==> config.mk <==
export PLATFORM = sky130hd
export DESIGN_NAME = seq_player
export DESIGN_NICKNAME = d
export VERILOG_FILES = /design/src/rtl/seq_player.sv
export SDC_FILE = /design/constraint.sdc
export NUM_CORES = 1
export LEC_CHECK = 0
export BUFFER_PORTS_ARGS = -buffer_cell sky130_fd_sc_hd__buf_2
export CAP_MARGIN = 20
export CORE_MARGIN = 8
export CORE_UTILIZATION = 40
export CTS_BUF_LIST = sky130_fd_sc_hd__clkbuf_4 sky130_fd_sc_hd__clkbuf_8
export CTS_CLUSTER_SIZE = 8
export DETAILED_ROUTE_END_ITERATION = 8
export SYNTH_ARGS = -nofsm -noshare
export SYNTH_HDL_FRONTEND = slang
export SYNTH_SLANG_ARGS = --single-unit
==> constraint.sdc <==
create_clock -name clock -period 3.7 [get_ports clock]
set_clock_uncertainty 0.05 [all_clocks]
set_input_delay 0.74 -clock clock [delete_from_list [all_inputs] [get_ports clock]]
set_output_delay 0.74 -clock clock [all_outputs]
set_load 0.01 [all_outputs]
==> src/rtl/seq_player.sv <==
`default_nettype none
// ============================================================================
// Module      : seq_player
// Description : Sequence player for the game datapath. Holds a writable table
//               of channel indices and replays the first `length` entries as
//               one-hot channel outputs. Each step is lit for a hold time and
//               followed by a dark gap. Supports single-shot and loop modes,
//               abort, and a one-cycle done pulse.
// Revision    : 1.0 - initial release
// ============================================================================
module seq_player #(
    parameter  int CHANNELS = 4,
    parameter  int DEPTH    = 16,
    parameter  int HOLD_W   = 8,
    localparam int CH_W     = $clog2(CHANNELS),
    localparam int AW       = $clog2(DEPTH)
) (
    input  logic                clock,
    input  logic                reset,
    input  logic                wr_en,
    input  logic [AW-1:0]       wr_addr,
    input  logic [CH_W-1:0]     wr_data,
    input  logic                start,
    input  logic [AW:0]         length,
    input  logic [HOLD_W-1:0]   hold,
    input  logic [HOLD_W-1:0]   gap,
    input  logic                loop,
    input  logic                abort,
    output logic [CHANNELS-1:0] out,
    output logic [AW-1:0]       step,
    output logic                busy,
    output logic                done
);

    typedef enum logic [1:0] {
        S_IDLE = 2'd0,
        S_ON   = 2'd1,
        S_GAP  = 2'd2
    } state_t;

    localparam logic [AW:0]         c_depth    = (AW+1)'(DEPTH);
    localparam logic [AW:0]         c_len_one  = (AW+1)'(1);
    localparam logic [AW-1:0]       c_step_one = AW'(1);
    localparam logic [HOLD_W-1:0]   c_cnt_one  = HOLD_W'(1);
    localparam logic [CHANNELS-1:0] c_ch_one   = CHANNELS'(1);

    // Channel table
    logic [CH_W-1:0]     r_table [DEPTH];

    // Control state and registered outputs
    state_t              r_state;
    logic [CHANNELS-1:0] r_out;
    logic [AW-1:0]       r_step;
    logic                r_busy;
    logic                r_done;
    logic [HOLD_W-1:0]   r_cnt;

    // Playback parameters captured at start
    logic [AW:0]         r_len;
    logic [HOLD_W-1:0]   r_hold;
    logic [HOLD_W-1:0]   r_gap;
    logic                r_loop;

    // Next-state values
    state_t              w_state_nxt;
    logic [CHANNELS-1:0] w_out_nxt;
    logic [AW-1:0]       w_step_nxt;
    logic                w_busy_nxt;
    logic                w_done_nxt;
    logic [HOLD_W-1:0]   w_cnt_nxt;
    logic [AW:0]         w_len_nxt;
    logic [HOLD_W-1:0]   w_hold_nxt;
    logic [HOLD_W-1:0]   w_gap_nxt;
    logic                w_loop_nxt;

    // Helpers
    logic [AW:0]         w_len_clamp;
    logic [HOLD_W-1:0]   w_hold_eff;
    logic [AW-1:0]       w_step_inc;
    logic                w_last;
    logic [CHANNELS-1:0] w_oh_first;
    logic [CHANNELS-1:0] w_oh_next;
    logic                w_adv;
    logic                w_stop;

    assign w_len_clamp = (length > c_depth) ? c_depth : length;
    assign w_hold_eff  = (hold == '0) ? c_cnt_one : hold;
    assign w_step_inc  = r_step + c_step_one;
    assign w_last      = ({1'b0, r_step} == (r_len - c_len_one));
    // The table is only sampled on entry to ON, so a lit step keeps its
    // channel even if its entry is rewritten while it is displayed.
    assign w_oh_first  = c_ch_one << r_table[0];
    assign w_oh_next   = c_ch_one << r_table[w_step_inc];

    // Table storage: reset reloads entry i with i mod CHANNELS; writes accepted in any state
    always_ff @(posedge clock) begin
        if (reset) begin
            for (int i = 0; i < DEPTH; i++) begin
                r_table[i] <= CH_W'(i);
            end
        end else if (wr_en) begin
            r_table[wr_addr] <= wr_data;
        end
    end

    // Playback state register and registered outputs
    always_ff @(posedge clock) begin
        if (reset) begin
            r_state <= S_IDLE;
            r_out   <= '0;
            r_step  <= '0;
            r_busy  <= 1'b0;
            r_done  <= 1'b0;
            r_cnt   <= '0;
            r_len   <= '0;
            r_hold  <= '0;
            r_gap   <= '0;
            r_loop  <= 1'b0;
        end else begin
            r_state <= w_state_nxt;
            r_out   <= w_out_nxt;
            r_step  <= w_step_nxt;
            r_busy  <= w_busy_nxt;
            r_done  <= w_done_nxt;
            r_cnt   <= w_cnt_nxt;
            r_len   <= w_len_nxt;
            r_hold  <= w_hold_nxt;
            r_gap   <= w_gap_nxt;
            r_loop  <= w_loop_nxt;
        end
    end

    // Next-state and next-output logic; abort outranks the end-of-step advance
    always_comb begin
        w_state_nxt = r_state;
        w_out_nxt   = r_out;
        w_step_nxt  = r_step;
        w_busy_nxt  = r_busy;
        w_done_nxt  = 1'b0;
        w_cnt_nxt   = r_cnt;
        w_len_nxt   = r_len;
        w_hold_nxt  = r_hold;
        w_gap_nxt   = r_gap;
        w_loop_nxt  = r_loop;
        w_adv       = 1'b0;
        w_stop      = 1'b0;

        case (r_state)
            S_IDLE: begin
                if (start) begin
                    if (w_len_clamp != '0) begin
                        w_len_nxt   = w_len_clamp;
                        w_hold_nxt  = w_hold_eff;
                        w_gap_nxt   = gap;
                        w_loop_nxt  = loop;
                        w_state_nxt = S_ON;
                        w_step_nxt  = '0;
                        w_out_nxt   = w_oh_first;
                        w_busy_nxt  = 1'b1;
                        w_cnt_nxt   = w_hold_eff - c_cnt_one;
                    end else begin
                        // Empty sequence: report completion without playing
                        w_done_nxt = 1'b1;
                    end
                end
            end
            S_ON: begin
                if (abort) begin
                    w_stop = 1'b1;
                end else if (r_cnt != '0) begin
                    w_cnt_nxt = r_cnt - c_cnt_one;
                end else if (r_gap != '0) begin
                    w_state_nxt = S_GAP;
                    w_out_nxt   = '0;
                    w_cnt_nxt   = r_gap - c_cnt_one;
                end else begin
                    w_adv = 1'b1;
                end
            end
            S_GAP: begin
                if (abort) begin
                    w_stop = 1'b1;
                end else if (r_cnt != '0) begin
                    w_cnt_nxt = r_cnt - c_cnt_one;
                end else begin
                    w_adv = 1'b1;
                end
            end
            default: begin
                w_state_nxt = S_IDLE;
            end
        endcase

        if (w_stop) begin
            w_state_nxt = S_IDLE;
            w_out_nxt   = '0;
            w_busy_nxt  = 1'b0;
            w_step_nxt  = '0;
        end

        if (w_adv) begin
            if (!w_last) begin
                w_state_nxt = S_ON;
                w_step_nxt  = w_step_inc;
                w_out_nxt   = w_oh_next;
                w_cnt_nxt   = r_hold - c_cnt_one;
            end else if (r_loop) begin
                w_state_nxt = S_ON;
                w_step_nxt  = '0;
                w_out_nxt   = w_oh_first;
                w_cnt_nxt   = r_hold - c_cnt_one;
            end else begin
                w_state_nxt = S_IDLE;
                w_out_nxt   = '0;
                w_step_nxt  = '0;
                w_busy_nxt  = 1'b0;
                w_done_nxt  = 1'b1;
            end
        end
    end

    assign out  = r_out;
    assign step = r_step;
    assign busy = r_busy;
    assign done = r_done;

endmodule
`default_nettype wire

==> results.txt, run 1 <==
----------------------------------------------------
[Routing]
  Vias per std cell ... 5.66
  Post-route ant nets ... 0
  Total via count in the routed design ... 4026
  Starting DRC count in detailed routing ... 235
  Mean routed wirelength per cell ... 16.5 µm
  Initial DRT Pass Iterations ... 5
  Detailed-route wire length ... 11.7 mm
  Post-route DRC violation count ... 0

[Logic synthesis]
  Adder and majority gate portion of the synthesized area ... 2.62%
  Compound-gate portion of the synthesized area ... 19.7%
  Synth cell types ... 70
  Synth area leader ... edfxtp_1
  Dominant cell by count in the synthesized netlist ... nand2_1
  Average instance area after synthesis ... 9.10 µm²
  Area share of xor/xnor cells in the synthesized design ... 2.75%
  Sequential area share after synthesis ... 37.8%
  Number of instances in the synthesized netlist ... 524
  Yosys synthesis warning count ... 0
  Post-synthesis cell area ... 0.00477 mm²
  Mux share of post-synthesis cell area ... 6.69%
  Fraction of post-synthesis cell area in the top cell type by area ... 20.1%
  Largest family of logic cells by synthesized area ... simple AND/OR/NAND/NOR gates
  Syn nets ... 567
  Post-synthesis sequential element count ... 74
  EDFF count, synth ... 32
  Synth top cells by count ... 59 x nand2_1, 45 x a21oi_1, 42 x dfxtp_1, 35 x nor2_1, 32 x edfxtp_1
  Most instantiated flip-flop cell in the synthesis netlist ... dfxtp_1
  Area share of and/or/nand/nor cells after synthesis ... 26.8%
  Cell types occupying the most area after synthesis ... edfxtp_1 20%, dfxtp_1 18%, a21oi_1 4.7%, mux4_2 4.7%, nand2_1 4.6%
  Proportion of synthesized flip-flops having asynchronous set or reset ... 0%

[Pwr]
  Total power per unit cell area ... 609 mW/mm²
  IR drop worst, VDD ... 0.204 mV
  Overall Power ... 3.25 mW
  Static leakage ... 1.97 nW

[Floorplanning]
  Total I/O pin count ... 43
  Core Footprint ... 0.0118 mm²
  Die ar. ... 0.0157 mm²
  Rows ... 40
  Chip height ... 125 µm
  Starting utilization of the core area ... 40.4%
  Die Wd ... 125 µm

[CTS]
  Hold Buf Count CTS ... 0
  Deepest clock path buffer count ... 2
  Cts bufs inserted ... 9
  Number of sinks on the clock net ... 74
  Post-CTS Setup Repair Bufs ... 0
  Post-cts resize count ... 0
  Root Driver ... clkbuf_8
  Clock-pin slew on the worst setup and hold paths ... 80 ps
  Clock latency at the later pin of the worst-skew pair ... 350 ps
  Clock tree from TritonCTS ... built
  Maximum level of the CTS H-tree ... 3

[Timing]
  Peak clock frequency supported by timing ... 361 MHz
  Setup_tns ... 0 ps
  Shortest period the worst path allows ... 2770 ps
  Slew Limit Headroom ... 50.2%
  Final hold violations ... 0
  Smallest setup slack after layout ... 932 ps
  Final Setup Violations ... 0
  Share of the clock period used by the worst path after layout ... 74.8%
  Hold_ws ... 421 ps
  Max Transition Viols Final ... 0
  RSZ-0062 raised after global routing ... false
  Least-Margin Pin Slew ... 747 ps

[Finish]
  Final instance count without filler cells ... 711
  Final standard cell utilization of the core ... 45.2%
  Post-layout instance area ... 0.00534 mm²
  Fillers ... 1155
  Area growth, synth to finish ... 11.9%
  Count of nets after finishing ... 602
  Inserted Diodes ... 0
  Share of post-route cells with drive strength above 1 ... 19.3%

[Job]
  Max-cap violations ... 0

[Critical path]
  Data arrival time of the critical path ... 2920 ps
  Delay of the slowest critical-path stage ... 560 ps
  Max stage delay cell, worst path ... nor4b_2
  Largest delay contributor family on the critical path ... simple AND/OR/NAND/NOR gates
  Worst setup SP type ... register
  Worst Path Required ... 3850 ps
  CP Capture Type ... register
  Largest fanout of any net on the critical path ... 5
  Critical path cell sequence ... inv_1 -> ha_1 -> nor4b_2 -> nand3b_1 -> nand3_1 -> a311oi_1 -> a2111oi_0 -> o41ai_2
  Reg2reg path depth ... 8
  Combined buffer and inverter count along the critical path ... 1
  Number of stages on the worst setup path ... 8
  Startpoint-to-endpoint class of the critical path ... register to register

[GRT]
  Largest net degree at the start of global routing ... 60
  Antenna violations before repair ... 1
  Total Routing Usage GR ... 15.2%
  First-pass GRT wire length ... 19.6 mm
  Aggregate global routing overflow ... 0
  Vias in the first global route ... 3854

[Place]
  Post-placement worst setup slack ... 762 ps
  Placer congestion estimate ... 0.880
  Number of placed instances with taps included ... 695
  Post-detail-place hpwl ... 8.90 mm
  Placed standard-cell area ... 0.00510 mm²
  Port-buffer cells ... 42

[Min path]
  Class of the worst hold path ... register to register
  Instance count along the most critical hold path ... 2

[Run status]
  Result of the run ... completed

----------------------------------------------------
[tightest hold or removal path, cell delays in order (launching register included)]
cell and delay, ps:
dfxtp_1 320, nand2_1 50, a21oi_1 50
[kinds of logic after synthesis]
kind of cell | count (synthesis)
adder cells (fa/ha/maj) | 10
AND/OR/NAND/NOR | 225
flip-flops | 74
XOR/XNOR | 15
multiplexers | 18
buffers and inverters | 44
AO/OA/AOI/OAI | 138
[flip-flops by register name, summed over array words and instances, names as in the netlist]
| signal | count |
|---|---|
| r_loop | 1 |
| r_table | 32 |
| r_state | 2 |
| busy | 1 |
| step | 4 |
| done | 1 |
| r_len | 5 |
| r_hold | 8 |
| out | 4 |
| r_gap | 8 |
| r_cnt | 8 |
[power by group]
part           internal [mW]  switching, mW  total (mW)
Combinational          0.564          0.824        1.39
Clock                  0.451          0.296       0.747
Sequential             0.973          0.142        1.11
Total                   1.99           1.26        3.25
[per-layer routing]
metal	vias up	routed length, µm	share of wire [%]	track usage [%]
li1	2013	-	-	-
met1	1883	5400	46	19.6
met2	112	5590	48	25.0
met3	16	542	4.6	2.93
met4	2	185	1.6	5.16
met5	-	10	0.085	0
[layout make-up]
cell class                 count  area (µm²)  area share, %
timing repair buffer          46         240           4.50
tap                          147         184           3.45
clock buffer                  10         131           2.46
inverter                      22        82.6           1.55
sequential                    74        1800           33.8
clock inverter                 6         105           1.97
multi-input combinational    406        2790           52.3
[path summary, 6_finish.rpt]
kind | startpoint | end | slack, ps
min reg2reg | r_len[4] | r_len[4] | 420
max reg2reg | r_gap[0] | r_cnt[1] | 930
max | r_gap[0] | r_cnt[1] | 930
min | r_len[4] | r_len[4] | 420
[cell usage in the layout (no fill, tap or decap), drive strengths merged, types with 4 or more instances in the layout]
| master | instances |
|---|---|
| o31ai | 7 |
| mux4 | 10 |
| a311oi | 5 |
| nor4b | 4 |
| clkbuf | 10 |
| nor3b | 5 |
| a211oi | 4 |
| nand3 | 10 |
| nor2b | 6 |
| nand4 | 4 |
| a21oi | 49 |
| nor4 | 5 |
| xor2 | 9 |
| nand3b | 8 |
| a31oi | 7 |
| nor2 | 36 |
| edfxtp | 32 |
| nand2b | 16 |
| nand2 | 59 |
| or4 | 6 |
| buf | 46 |
| ha | 10 |
| and2 | 12 |
| o22ai | 6 |
| o21ai | 19 |
| nor3 | 14 |
| or3 | 11 |
| xnor2 | 6 |
| o311ai | 5 |
| o21a | 4 |
| inv | 22 |
| or2 | 14 |
| and3 | 8 |
| a21o | 6 |
| dfxtp | 42 |
| mux2i | 7 |
Note: power is estimated with default switching activity, not from simulation.
==> inputs of run 2 (changes only) <==
--- a/config.mk
+++ b/config.mk
@@ -5,6 +5,7 @@
 export SDC_FILE = /design/constraint.sdc
 export NUM_CORES = 1
 export LEC_CHECK = 0
+export ABC_AREA = 1
 export BUFFER_PORTS_ARGS = -buffer_cell sky130_fd_sc_hd__buf_2
 export CAP_MARGIN = 20
 export CORE_MARGIN = 8
==> constraint.sdc (replaced) <==
create_clock -name clock -period 2.4 [get_ports clock]
set_clock_uncertainty 0.05 [all_clocks]
set_input_delay 0.48 -clock clock [delete_from_list [all_inputs] [get_ports clock]]
set_output_delay 0.48 -clock clock [all_outputs]
set_load 0.01 [all_outputs]
==> run 2 against run 1 <==
Compared with the run above:
- flip-flop and latch count unchanged
- global-route usage up 0.32 points
- count of clock-buffer cells in the layout unchanged
- worst hold slack worse by 72 ps
- die area down 0.14%
- setup slack worse by 580 ps
- critical path depth up 2
- routed wire length up 1.5%
==> results.txt, run 2 <==
----------------------------------------------------
[Finish]
  Most frequent cells in the layout ... 188 x nand2_1, 100 x inv_1, 79 x nor2_1, 60 x nand3_1, 49 x a21oi_1
  Inserted Diodes ... 0 (unchanged)
  Share of post-route cells with drive strength above 1 ... 12.2% (-7.1 points)
  Count of nets after finishing ... 783 (+30%)
  Max FFs per register ... 32 (unchanged)
  Area growth, synth to finish ... 11.3%
  Leading cell type in the layout, fill and taps excluded ... nand2_1
  Register bank with the most flops ... r_table

[Critical path]
  Most used cell along the critical path ... nand2_1
  FF-to-FF setup slack ... 350 ps (-580 ps)
  Critical path cell sequence ... inv_1 -> ha_1 -> nand2_1 -> nor3_4 -> nand2_4 -> a21oi_4 -> nand3_2 -> nand2_1 -> nand2_1 -> a21oi_1
  Worst reg2reg path startpoint ... r_state[0]
  Worst Setup EP ... out[3]
  CP Capture Type ... register
  Startpoint-to-endpoint class of the critical path ... register to register
  Data arrival time of the critical path ... 2300 ps (-620 ps)
  Reg2reg path depth ... 10 (+2)
  Largest fanout of any net on the critical path ... 9 (+4)
  Max stage delay cell, worst path ... dfxtp_1
  Worst Path Required ... 2650 ps (-1200 ps)
  Launching element of the worst setup path ... r_state[0]
  Worst setup SP type ... register
  Delay of the slowest critical-path stage ... 390 ps (-170 ps)
  End of the worst register-to-register path ... out[3]

[GRT]
  Aggregate global routing overflow ... 0 (unchanged)
  Largest net degree at the start of global routing ... 51 (-15%)
  First-pass GRT wire length ... 20.1 mm (+2.5%)
  Antenna violations before repair ... 0 (-1)
  Total Routing Usage GR ... 15.6% (+0.32 points)
  Vias in the first global route ... 4247 (+10%)

[Min path]
  Launch instance of the worst min-delay path ... gap[1]
  Class of the worst hold path ... input port to register

[Timing]
  Final hold violations ... 0 (unchanged)
  Slew Limit Headroom ... 59.5% (+9.3 points)
  Final Setup Violations ... 0 (unchanged)
  Shortest period the worst path allows ... 2050 ps (-716 ps)
  RSZ-0062 raised after global routing ... false
  Setup_tns ... 0 ps (unchanged)
  Peak clock frequency supported by timing ... 487 MHz (+35%)
  Least-Margin Pin Slew ... 607 ps (-140 ps)
  Share of the clock period used by the worst path after layout ... 85.5% (+11 points)
  Max Transition Viols Final ... 0 (unchanged)
  Smallest setup slack after layout ... 348 ps (-584 ps)

[Logic synthesis]
  Synth cell types ... 40 (-43%)
  Fraction of post-synthesis cell area in the top cell type by area ... 20.2% (+0.032 points)
  Post-synthesis cell area ... 0.00476 mm² (-0.16%)
  Dominant cell by count in the synthesized netlist ... nand2_1
  Yosys synthesis warning count ... 0 (unchanged)
  Number of instances in the synthesized netlist ... 700 (+34%)
  Most instantiated flip-flop cell in the synthesis netlist ... dfxtp_1
  Post-synthesis sequential element count ... 74 (unchanged)
  Average instance area after synthesis ... 6.80 µm² (-25%)
  EDFF count, synth ... 32 (unchanged)
  Sequential area share after synthesis ... 37.8% (+0.060 points)
  Cell types occupying the most area after synthesis ... edfxtp_1 20%, dfxtp_1 18%, nand2_1 15%, inv_1 7.9%, nand3_1 6.3%
  Synth top cells by count ... 188 x nand2_1, 100 x inv_1, 79 x nor2_1, 60 x nand3_1, 49 x a21oi_1
  Syn nets ... 743 (+31%)
  Synth area leader ... edfxtp_1
  Proportion of synthesized flip-flops having asynchronous set or reset ... 0% (unchanged)

[Place]
  Post-placement worst setup slack ... 376 ps (-386 ps)
  Port-buffer cells ... 42 (unchanged)
  Placer congestion estimate ... 0.865 (-1.7%)
  Post-detail-place hpwl ... 9.00 mm (+1.1%)

[Routing]
  Vias per std cell ... 4.99 (-12%)
  Mean routed wirelength per cell ... 13.3 µm (-19%)
  Initial DRT Pass Iterations ... 5 (unchanged)
  Detailed-route wire length ... 11.9 mm (+1.5%)
  Post-route ant nets ... 0 (unchanged)
  Post-route DRC violation count ... 0 (unchanged)
  Total via count in the routed design ... 4449 (+11%)
  Starting DRC count in detailed routing ... 359 (+53%)

[Run status]
  Result of the run ... completed

[CTS]
  Hold Buf Count CTS ... 0 (unchanged)
  Cts bufs inserted ... 9 (unchanged)
  Clock-pin slew on the worst setup and hold paths ... 80 ps (about the same)
  Clock tree from TritonCTS ... built
  Post-CTS Setup Repair Bufs ... 0 (unchanged)
  Clock latency at the later pin of the worst-skew pair ... 370 ps (+20 ps)
  Root Driver ... clkbuf_8
  Number of sinks on the clock net ... 74 (unchanged)
  Maximum level of the CTS H-tree ... 3 (unchanged)
  Deepest clock path buffer count ... 2 (unchanged)
  Post-cts resize count ... 0 (unchanged)

[Job]
  Max-cap violations ... 0 (unchanged)

[Pwr]
  Static leakage ... 2.49 nW (+26%)
  IR drop worst, VDD ... 0.314 mV (+54%)
  Overall Power ... 4.95 mW (+52%)
  Total power per unit cell area ... 934 mW/mm² (+53%)

[Floorplanning]
  Die ar. ... 0.0157 mm² (-0.14%)
  Die Wd ... 125 µm (about the same)
  Chip height ... 125 µm (about the same)
  Rows ... 40 (unchanged)
  Starting utilization of the core area ... 40.3% (-0.064 points)
  Core Footprint ... 0.0118 mm² (unchanged)
  Total I/O pin count ... 43 (unchanged)

----------------------------------------------------
==> run 2: cell types whose count changed after synthesis, moves of 9 or more <==
| cell | delta |
|---|---|
| o21ai_0 | +15 |
| nand3_1 | +50 |
| nand2_1 | +129 |
| or3_1 | -11 |
| nor2_1 | +44 |
| inv_2 | +9 |
| nand2b_1 | -16 |
| clkbuf_1 | -9 |
| or2_2 | -12 |
| and2_1 | -11 |
| mux4_2 | -10 |
| inv_1 | +79 |
==> run 2: cells by family after synthesis <==
kind of cell             Yosys count  synth area share (%)
AO/OA/AOI/OAI                    104                  11.9
XOR/XNOR                          18                  3.47
adder cells (fa/ha/maj)           10                  2.63
buffers and inverters            130                  11.0
flip-flops                        74                  37.8
AND/OR/NAND/NOR                  364                  33.2
==> run 2: critical path: cells and delay by family, from the launching register on <==
family	cells	cell delay, ps
AO/OA/AOI/OAI	2	290
adder cells (fa/ha/maj)	1	340
flip-flops	1	390
AND/OR/NAND/NOR	6	820
buffers and inverters	1	100
==> run 2: cell type report <==
| type | instances | area (µm²) |
|---|---|---|
| multi-input combinational | 496 | 2440 |
| timing repair buffer | 48 | 255 |
| sequential | 74 | 1800 |
| inverter | 111 | 418 |
| clock inverter | 6 | 66.3 |
| fill | 1219 | 6510 |
| tap | 147 | 184 |
| clock buffer | 10 | 138 |
==> run 2: through the flow <==
step | hold WS (ps) | area [µm²] | utilization, % | std cells
6_report | 349 | 5300 | 44.9 | 892
5_1_grt | 347 | 5300 | 44.9 | 892
4_1_cts | 329 | 5300 | 44.9 | 892
3_5_place_dp | 436 | 5100 | 43.1 | 876
3_3_place_gp | 423 | 5100 | 43.1 | 876
2_1_floorplan | 398 | 4760 | - | 700
==> run 2: how the worst min path moves through the flow <==
| stage | slack, ps | cells after the start | endpoint |
|---|---|---|---|
| 3_5_place_dp | 440 | 2 | r_gap[2] |
| 2_1_floorplan | 400 | 2 | r_hold[1] |
| 4_1_cts | 330 | 3 | r_gap[1] |
| 5_1_grt | 350 | 3 | r_gap[4] |
| 3_3_place_gp | 420 | 2 | r_hold[1] |
| 6_report | 350 | 3 | r_gap[1] |
==> run 2: report_power, final <==
part,internal (mW),leakage [nW],switching (mW)
Combinational,0.802,1.74,1.43
Clock,0.508,0.0945,0.514
Sequential,1.53,0.659,0.166
==> run 2: metal layers <==
layer	vias to the layer above	GRT usage, %	wire length (µm)
li1	2325	-	-
met5	-	0	0
met4	0	5.52	175
met1	2011	19.9	5760
met3	14	3.87	523
met2	99	24.9	5450
==> inputs of run 3 (changes only) <==
--- a/config.mk
+++ b/config.mk
@@ -5,7 +5,6 @@
 export SDC_FILE = /design/constraint.sdc
 export NUM_CORES = 1
 export LEC_CHECK = 0
-export ABC_AREA = 1
 export BUFFER_PORTS_ARGS = -buffer_cell sky130_fd_sc_hd__buf_2
 export CAP_MARGIN = 20
 export CORE_MARGIN = 8
==> run 3 against run 2 <==
Compared with the run above:
- highest routed layer unchanged
- critical path type unchanged
- routed wire length up 4.2%
- largest cell class unchanged
- die area rose by 0.14%
- non-clock buffer count is 46 higher
==> results.txt, run 3 (synthesis results as in run 1) <==
----------------------------------------------------
[Finish]
  Register bank with the most flops ... r_table
  Inserted Diodes ... 0 (unchanged)
  Most frequent cells in the layout ... 59 x nand2_1, 50 x buf_4, 43 x a21oi_1, 42 x buf_2, 39 x dfxtp_1
  Area growth, synth to finish ... 20.2%
  Count of nets after finishing ... 650 (-17%)
  Max FFs per register ... 32 (unchanged)
  Final standard cell utilization of the core ... 48.6% (+3.7 points)
  Share of post-route cells with drive strength above 1 ... 28.4% (+16 points)
  Leading cell type in the layout, fill and taps excluded ... nand2_1
  Fillers ... 1120 (-8.1%)

[Routing]
  Post-route DRC violation count ... 0 (unchanged)
  Total via count in the routed design ... 4240 (-4.7%)
  Initial DRT Pass Iterations ... 4 (-1)
  Detailed-route wire length ... 12.4 mm (+4.2%)
  Starting DRC count in detailed routing ... 249 (-31%)
  Vias per std cell ... 5.59 (+12%)
  Mean routed wirelength per cell ... 16.3 µm (+22%)
  Post-route ant nets ... 0 (unchanged)

[Floorplanning]
  Starting utilization of the core area ... 40.4% (+0.064 points)
  Die Wd ... 125 µm (about the same)
  Rows ... 40 (unchanged)
  Chip height ... 125 µm (about the same)
  Core Footprint ... 0.0118 mm² (unchanged)
  Total I/O pin count ... 43 (unchanged)
  Die ar. ... 0.0157 mm² (+0.14%)

[Critical path]
  Largest fanout of any net on the critical path ... 4 (-5)
  Worst setup SP type ... register
  Startpoint-to-endpoint class of the critical path ... register to register
  Worst Path Required ... 2600 ps (-50 ps)
  CP Capture Type ... register
  Critical path cell sequence ... inv_2 -> ha_4 -> or4b_4 -> nor4_4 -> nand3_1 -> a311oi_2 -> a2111oi_2 -> o41ai_2
  Max stage delay cell, worst path ... or4b_4
  Delay of the slowest critical-path stage ... 500 ps (+110 ps)
  Data arrival time of the critical path ... 2560 ps (+260 ps)

[Pwr]
  Proportion of total power due to net switching ... 39.5% (-3.2 points)
  Clock power frac ... 18.0% (-2.6 points)
  Share of power burned in registers ... 31.7% (-2.5 points)
  Sw Pwr ... 2.10 mW (-0.82%)
  Total internal power ... 3.21 mW (+13%)
  Static leakage ... 2.21 nW (-11%)
  Total power per unit cell area ... 925 mW/mm² (-1.0%)
  IR drop worst, VDD ... 0.336 mV (+7.1%)
  Comb power frac ... 50.3% (+5.2 points)

[CTS]
  Root Driver ... clkbuf_8
  Number of sinks on the clock net ... 74 (unchanged)
  Clock tree from TritonCTS ... built
  Maximum level of the CTS H-tree ... 3 (unchanged)
  Clock-pin slew on the worst setup and hold paths ... 70 ps (about the same)
  Cts bufs inserted ... 9 (unchanged)
  Clock latency at the later pin of the worst-skew pair ... 360 ps (about the same)
  Deepest clock path buffer count ... 2 (unchanged)
  Hold Buf Count CTS ... 0 (unchanged)

[Timing]
  Shortest period the worst path allows ... 2350 ps (+302 ps)
  Slew Limit Headroom ... 58.7% (-0.85 points)
  Final hold violations ... 0 (unchanged)
  Share of the clock period used by the worst path after layout ... 98.1% (+13 points)
  RSZ-0062 raised after global routing ... true
  Max Transition Viols Final ... 0 (unchanged)
  Setup_tns ... 0 ps (unchanged)
  Peak clock frequency supported by timing ... 425 MHz (-13%)
  Final Setup Violations ... 0 (unchanged)
  Least-Margin Pin Slew ... 620 ps (+13.4 ps)

[Run status]
  Result of the run ... completed

[Place]
  Port-buffer cells ... 42 (unchanged)
  Placer congestion estimate ... 0.856 (-1.0%)
  Post-detail-place hpwl ... 9.39 mm (+4.4%)

[GRT]
  Antenna violations before repair ... 0 (unchanged)
  Aggregate global routing overflow ... 0 (unchanged)
  Total Routing Usage GR ... 16.4% (+0.85 points)
  Vias in the first global route ... 4314 (+1.6%)
  First-pass GRT wire length ... 21.3 mm (+5.5%)
  Largest net degree at the start of global routing ... 60 (+18%)

[Min path]
  Class of the worst hold path ... input port to register

[Job]
  Max-cap violations ... 0 (unchanged)

----------------------------------------------------
==> run 3: cell types whose count changed in the layout (fill, tap and decap cells not counted), sizes merged, moves of 16 or more <==
| cell | change |
|---|---|
| nand3 | -54 |
| nor2 | -46 |
| buf | +46 |
| nand2 | -133 |
| o21ai | -22 |
| nand2b | +16 |
| inv | -87 |
==> run 3: worst paths after layout <==
kind,from,endpoint,slack [ps],cells past startpoint
max,r_gap[0],r_cnt[1],50,8
min,gap[5],r_gap[5],310,3
max reg2reg,r_gap[0],r_cnt[1],50,8
min reg2reg,r_hold[7],r_hold[7],430,2
==> run 3: repair_timing <==
item / in CTS / in global routing
setup endpoints to repair: 0 / 10
hold endpoints to repair: 0 / 0
buffers inserted: 0 / 4
resized for setup: 0 / 23
==> run 3: metrics by stage <==
step / hold slack, ps / cells / setup slack, ps / total power [mW] / instance area, µm²
6_report: 310 / 759 / 46.6 / 5.30 / 5740
5_1_grt: 309 / 759 / -39.6 / 5.67 / 5740
4_1_cts: 286 / 756 / 15.9 / 5.19 / 5650
3_5_place_dp: 419 / 740 / -55.0 / 4.22 / 5460
3_3_place_gp: 409 / 740 / 18.7 / 4.18 / 5460
2_1_floorplan: 399 / 524 / 119 / 3.35 / 4770
==> run 3: final cells by class <==
| class | count | area (µm²) | area share (%) |
|---|---|---|---|
| Timing Repair Buffer | 94 | 626 | 10.9 |
| Sequential cell | 74 | 1810 | 31.5 |
| Clock inverter | 6 | 56.3 | 0.981 |
| Inverter | 22 | 82.6 | 1.44 |
| Multi-Input combinational cell | 406 | 2850 | 49.7 |
| Tap cell | 147 | 184 | 3.21 |
| Clock buffer | 10 | 131 | 2.29 |
==> run 3: routing by layer <==
| layer | track usage, % | routed length [µm] | up-vias |
|---|---|---|---|
| met5 | 0 | 0 | - |
| met4 | 6.30 | 156 | 0 |
| met3 | 3.10 | 440 | 10 |
| met2 | 27.9 | 6030 | 86 |
| met1 | 20.1 | 5780 | 2028 |
| li1 | - | - | 2116 |
==> run 3: power by group through the flow <==
stage,registers (mW),clock network (mW),logic (mW)
6_report,1.68,0.955,2.67
5_1_grt,1.71,1.02,2.94
4_1_cts,1.67,0.982,2.53
3_5_place_dp,1.70,0,2.52
3_3_place_gp,1.69,0,2.49
2_1_floorplan,1.69,0,1.67
==> run 3: worst max-delay path: cells and delay by family, from the launching register on <==
kind / cells / cell delay, ps
DFF: 1 / 330
and+or+nand+nor: 3 / 1060
adders and majority gates: 1 / 120
buffers and inverters: 1 / 70
AOI/OAI and AO/OA: 3 / 630
